[src/rtl/imem_access_arbiter.sv]
// Instruction-memory port arbiter: shares one synchronous-read RAM port between the
// fetch stage and the boot/debug loader, holding fetch off until the loader is done.
module imem_access_arbiter #(
    parameter int AW        = 11,
    parameter int MAX_BURST = 4,
    parameter bit BOOT_EN   = 1'b1
) (
    input  logic                             i_clk,
    input  logic                             i_reset,
    // Handshake (both requesters): a request is accepted in the cycle its gnt is high;
    // the requester holds req/addr/data stable until then, and read data follows one
    // cycle later on rvalid with no backpressure.
    input  logic                             i_f_req,
    input  logic [31:0]                      i_f_addr,
    output logic                             o_f_gnt,
    output logic                             o_f_rvalid,
    output logic [31:0]                      o_f_rdata,
    output logic                             o_f_misalign,
    input  logic                             i_l_req,
    input  logic                             i_l_we,
    input  logic [31:0]                      i_l_addr,
    input  logic [31:0]                      i_l_wdata,
    input  logic                             i_l_done,
    output logic                             o_l_gnt,
    output logic                             o_l_rvalid,
    output logic [31:0]                      o_l_rdata,
    output logic                             o_boot_done,
    output logic                             o_mem_en,
    output logic                             o_mem_we,
    output logic [AW-1:0]                    o_mem_addr,
    output logic [31:0]                      o_mem_wdata,
    input  logic [31:0]                      i_mem_rdata,
    output logic                             o_dbg_state,      // 0 = BOOT, 1 = RUN
    output logic [$clog2(MAX_BURST+1)-1:0]   o_dbg_starve_cnt
);

    localparam int            CW         = $clog2(MAX_BURST + 1);
    localparam logic [CW-1:0] STARVE_MAX = CW'(MAX_BURST);

    typedef enum logic {
        ST_BOOT = 1'b0,
        ST_RUN  = 1'b1
    } state_e;

    state_e        state_q, state_d;
    logic [CW-1:0] starve_q, starve_d;
    logic          f_rvalid_q;
    logic          l_rvalid_q;
    logic          f_misalign_q;
    logic          boot_done_q;
    logic          f_gnt;
    logic          l_gnt;

    // Loader has priority in RUN; fetch wins once it has been denied MAX_BURST cycles in a row.
    always_comb begin
        state_d  = state_q;
        starve_d = starve_q;
        f_gnt    = 1'b0;
        l_gnt    = 1'b0;
        case (state_q)
            ST_BOOT: begin
                l_gnt    = i_l_req;
                starve_d = '0;
                if (i_l_done) begin
                    state_d = ST_RUN;
                end
            end
            ST_RUN: begin
                if (i_l_req && !(i_f_req && (starve_q == STARVE_MAX))) begin
                    l_gnt = 1'b1;
                end else if (i_f_req) begin
                    f_gnt = 1'b1;
                end
                if (!i_f_req || f_gnt) begin
                    starve_d = '0;
                end else if (starve_q != STARVE_MAX) begin
                    starve_d = starve_q + CW'(1);
                end
            end
            default: begin
                state_d = ST_BOOT;
            end
        endcase
        // Nothing reaches the memory while reset is held.
        if (i_reset) begin
            f_gnt = 1'b0;
            l_gnt = 1'b0;
        end
    end

    always_ff @(posedge i_clk) begin
        if (i_reset) begin
            state_q      <= BOOT_EN ? ST_BOOT : ST_RUN;
            starve_q     <= '0;
            f_rvalid_q   <= 1'b0;
            l_rvalid_q   <= 1'b0;
            f_misalign_q <= 1'b0;
            boot_done_q  <= 1'b0;
        end else begin
            state_q      <= state_d;
            starve_q     <= starve_d;
            f_rvalid_q   <= f_gnt;
            l_rvalid_q   <= l_gnt & ~i_l_we;
            f_misalign_q <= f_gnt & (|i_f_addr[1:0]);
            boot_done_q  <= (state_d == ST_RUN);
        end
    end

    // A read granted just before reset must not surface while reset is asserted.
    assign o_f_rvalid   = f_rvalid_q & ~i_reset;
    assign o_l_rvalid   = l_rvalid_q & ~i_reset;
    assign o_f_misalign = f_misalign_q & ~i_reset;
    assign o_f_rdata    = o_f_rvalid ? i_mem_rdata : '0;
    assign o_l_rdata    = o_l_rvalid ? i_mem_rdata : '0;

    assign o_f_gnt     = f_gnt;
    assign o_l_gnt     = l_gnt;
    assign o_boot_done = boot_done_q;

    assign o_mem_en    = f_gnt | l_gnt;
    assign o_mem_we    = l_gnt & i_l_we;
    assign o_mem_addr  = l_gnt ? i_l_addr[AW+1:2] : i_f_addr[AW+1:2];
    assign o_mem_wdata = i_l_wdata;

    assign o_dbg_state      = state_q;
    assign o_dbg_starve_cnt = starve_q;

    // Address bits above the memory size wrap; the loader's byte offset is ignored.
    logic unused_addr_bits;
    assign unused_addr_bits = ^{i_f_addr[31:AW+2], i_l_addr[31:AW+2], i_l_addr[1:0]};

endmodule

[config.mk]
export PLATFORM = sky130hd
export DESIGN_NAME = imem_access_arbiter
export DESIGN_NICKNAME = d
export VERILOG_FILES = /design/src/rtl/imem_access_arbiter.sv
export SDC_FILE = /design/constraint.sdc
export NUM_CORES = 1
export LEC_CHECK = 0
export ABC_AREA = 0
export CAP_MARGIN = 25
export CELL_PAD_IN_SITES_DETAIL_PLACEMENT = 1
export CELL_PAD_IN_SITES_GLOBAL_PLACEMENT = 1
export CORE_MARGIN = 2
export CORE_UTILIZATION = 10
export DETAILED_ROUTE_END_ITERATION = 12
export PLACE_DENSITY_LB_ADDON = 0.1
export SYNTH_ARGS = -nofsm -noshare
export SYNTH_HDL_FRONTEND = slang
export SYNTH_SLANG_ARGS = --single-unit
export TNS_END_PERCENT = 30
[constraint.sdc]
create_clock -name i_clk -period 2.14 [get_ports i_clk]
set_clock_uncertainty 0.05 [all_clocks]
set_input_delay 0.321 -clock i_clk [delete_from_list [all_inputs] [get_ports i_clk]]
set_output_delay 0.321 -clock i_clk [all_outputs]
set_load 0.005 [all_outputs]
==> results.txt <==
Yosys Warn Count - 0
Syn_area_per_cell - 7.50 sq um
Global-route wire length before repair - 8.76 mm
Ratio of cells with drive above 1 in the final layout - 20.9%
Crit path time final - 2.14 ns
Initial Util - 10.3%
1st-iter DRT viols - 6
Synth-to-layout area growth - 153%
Die height - 110 um
Die X - 110 um
WL/cell - 14.0 um
Worst r2r path cells - 7
Count of input and output buffers - 148
Max cap viols - 0
Core footprint - 0.0109 sq mm
Reg-to-reg startpoint - o_dbg_starve_cnt[1]$_SDFFE_PP0P_
GPL Wtd Cong - 0.686
Ys flop type - dfxtp_1
Clock Tree Root - clkbuf_8
Final Cycle Share - 100%
Cells after Synth - 150
Unrepaired setup endpoints after global routing - yes
Vias - 1513
Clock Path Buffers - 2
CP Launch Point - o_dbg_starve_cnt[1]$_SDFFE_PP0P_
Most Frequent Cell on Critical Path - buf_6
Final setup viols - 0
Synth top area share - 35.6%
Slack of the worst reg-to-reg path - 0.88 ns
Largest net degree at the start of global routing - 25
Clock Latency Late Sink - 0.22 ns
WP data required - 1.77 ns
Clock sinks - 7
I/O pin cnt - 253
Antenna cell count - 0
Worst Path Max Fanout - 4
Post-synth top area cell - and2_1
Initial antenna violation count - 0
Initial DRT Pass Iterations - 3
HP Start - i_reset
Reg2Reg Capture Point - l_rvalid_q$_SDFF_PP0_
Final design utilization - 26.1%
Worst Path Class, Setup - flip-flop to output port
Cts bufs inserted - 3
Yosys cell types - 20
Number of flops mapped to enable cells by yosys - 0
TritonCTS clock tree - built
Worst hold stages - 2
Hold endpoint - f_rvalid_q$_SDFF_PP0_
CP endpoint kind - output port
Vias per cell - 3.54
Die area - 0.0121 sq mm
Pwr/cell area - 216 mW/mm^2
#FFs+latches synth - 7
Setup TNS - 0 ns
Synthesized area - 0.00112 sq mm
Vias in the first global route - 1639
Top cells by area, synth - and2_1 36%, buf_4 22%, dfxtp_1 12%
DRT Wirelength - 5.99 mm
Synth async-reset ratio - 0%
# rows - 38
Count leader, synth - and2_1
Seq/Total Area, Yosys - 12.5%
Total GRT Usage - 9.48%
Slew @ Worst Pin - 0.232 ns
Peak VDD IR - 0.223 mV
Fin nets - 424
Leak - 1.15 nW
Worst slew margin - 84.5%
Hpwl dp - 4.85 mm
Hold WC Path Type - input port to flip-flop
Final-report max-slew violation count - 0
Syn_nets - 286
Final Hold Vio Count - 0
H-tree lvl count - 1
Highest Clock Rate - 468 MHz
Power Total - 0.000613 W
Critical Path Start Type - flip-flop
Crit-path cells - inv_2, ha_4, nand2_4, o21ai_4, clkbuf_16, buf_6, buf_6, mux2_4, buf_6
Routed Antenna Nets - 0
DRC - 0
Aggregate global routing overflow - 0
Reg clk slew, reported paths - 0.04 ns
Critical path arrival - 1.77 ns
Status - completed
Post-synth top cells - 64 x and2_1, 33 x buf_4, 11 x mux2_2
Slowest stage delay, CP - 0.31 ns
Critical path's slowest cell - dfxtp_2
layout by cell type (no fill, tap or decap), types with 2 or more instances in the layout:
cell,synthesis,layout
buf_2,2,4
nor2_1,7,7
buf_12,0,3
dfxtp_2,0,2
clkdlybuf4s15_1,0,2
mux2_4,0,5
mux2_2,11,6
clkbuf_8,1,3
dfxtp_1,7,5
inv_1,6,4
buf_4,33,15
and2_1,64,64
inv_2,0,2
buf_6,0,8
clkbuf_2,0,3
clkdlybuf4s50_1,0,131
nor2b_4,1,2
dlygate4sd2_1,0,5
metrics by stage:
| stage | hold slack (ns) | area, sq um | setup WS (ns) | instances |
|---|---|---|---|---|
| finish | 0.326 | 2850 | 0.000998 | 427 |
| detailed placement | 0.476 | 2650 | -0.364 | 413 |
| global placement | 0.483 | 2650 | -0.347 | 413 |
| floorplan | 0.343 | 1120 | 0.429 | 150 |
| CTS | 0.325 | 2860 | -0.103 | 427 |
| global route | 0.337 | 2850 | -0.0766 | 427 |
sequential cells by signal, indices dropped and copies added, names as in the netlist:
signal,flops
f_misalign_q,1
f_rvalid_q,1
l_rvalid_q,1
o_boot_done,1
o_dbg_starve_cnt,3
routing by layer:
layer	wire length (um)	global-route usage, %
met1	1840	8.79
met2	3350	18.8
met3	721	4.23
met4	49	1.45
met5	34	2.23
critical path, delay by kind of cell (launching register included):
kind,cells,cell delay [ns]
mux,1,0.29
fa+ha+maj,1,0.14
compound gates,1,0.20
flops,1,0.31
simple gates,1,0.06
buf+inv,5,0.54
worst max path at each step:
| stage | cells after the start | slack, ns | to |
|---|---|---|---|
| global route | 9 | -0.08 | o_mem_addr[6] |
| global placement | 6 | -0.35 | o_l_rdata[1] |
| CTS | 8 | -0.10 | o_mem_addr[10] |
| finish | 9 | 0.001 | o_mem_addr[6] |
| detailed placement | 6 | -0.36 | o_l_rdata[1] |
| floorplan | 6 | 0.43 | o_mem_addr[0] |
kinds of logic after synthesis:
| group | synth area share, % |
|---|---|
| AOI/OAI and AO/OA | 3.89 |
| xor gates and xnor gates | 0.779 |
| buffers and inverters | 27.5 |
| adders and majority gates | 2.22 |
| muxes | 11.0 |
| DFF | 12.5 |
| and+or+nand+nor | 42.2 |
repair_timing:
| item | in CTS | in global routing |
|---|---|---|
| gates cloned | 2 | 0 |
| setup endpoints to repair | 81 | 11 |
| hold buffers | 0 | 0 |
| pin swaps | 2 | 1 |
| gates resized for setup | 65 | 8 |
| hold endpoints to repair | 0 | 0 |
| buffers inserted | 8 | 0 |
report_power, final:
part / total [W] / leakage [nW] / internal [W] / switching [W]
clock network: 0.000183 / 0.0228 / 0.000129 / 0.0000542
registers: 0.000136 / 0.0580 / 0.000134 / 0.00000144
logic: 0.000295 / 1.07 / 0.000213 / 0.0000817
area by class of cell:
| cell class | count | area (sq um) |
|---|---|---|
| sequential | 7 | 143 |
| multi-input combinational | 97 | 729 |
| timing repair buffer | 173 | 1730 |
| fill | 1271 | 8040 |
| tap | 140 | 175 |
| inverter | 6 | 22.5 |
| clock buffer | 4 | 45.0 |
Note: power is estimated with default switching activity, not from simulation.
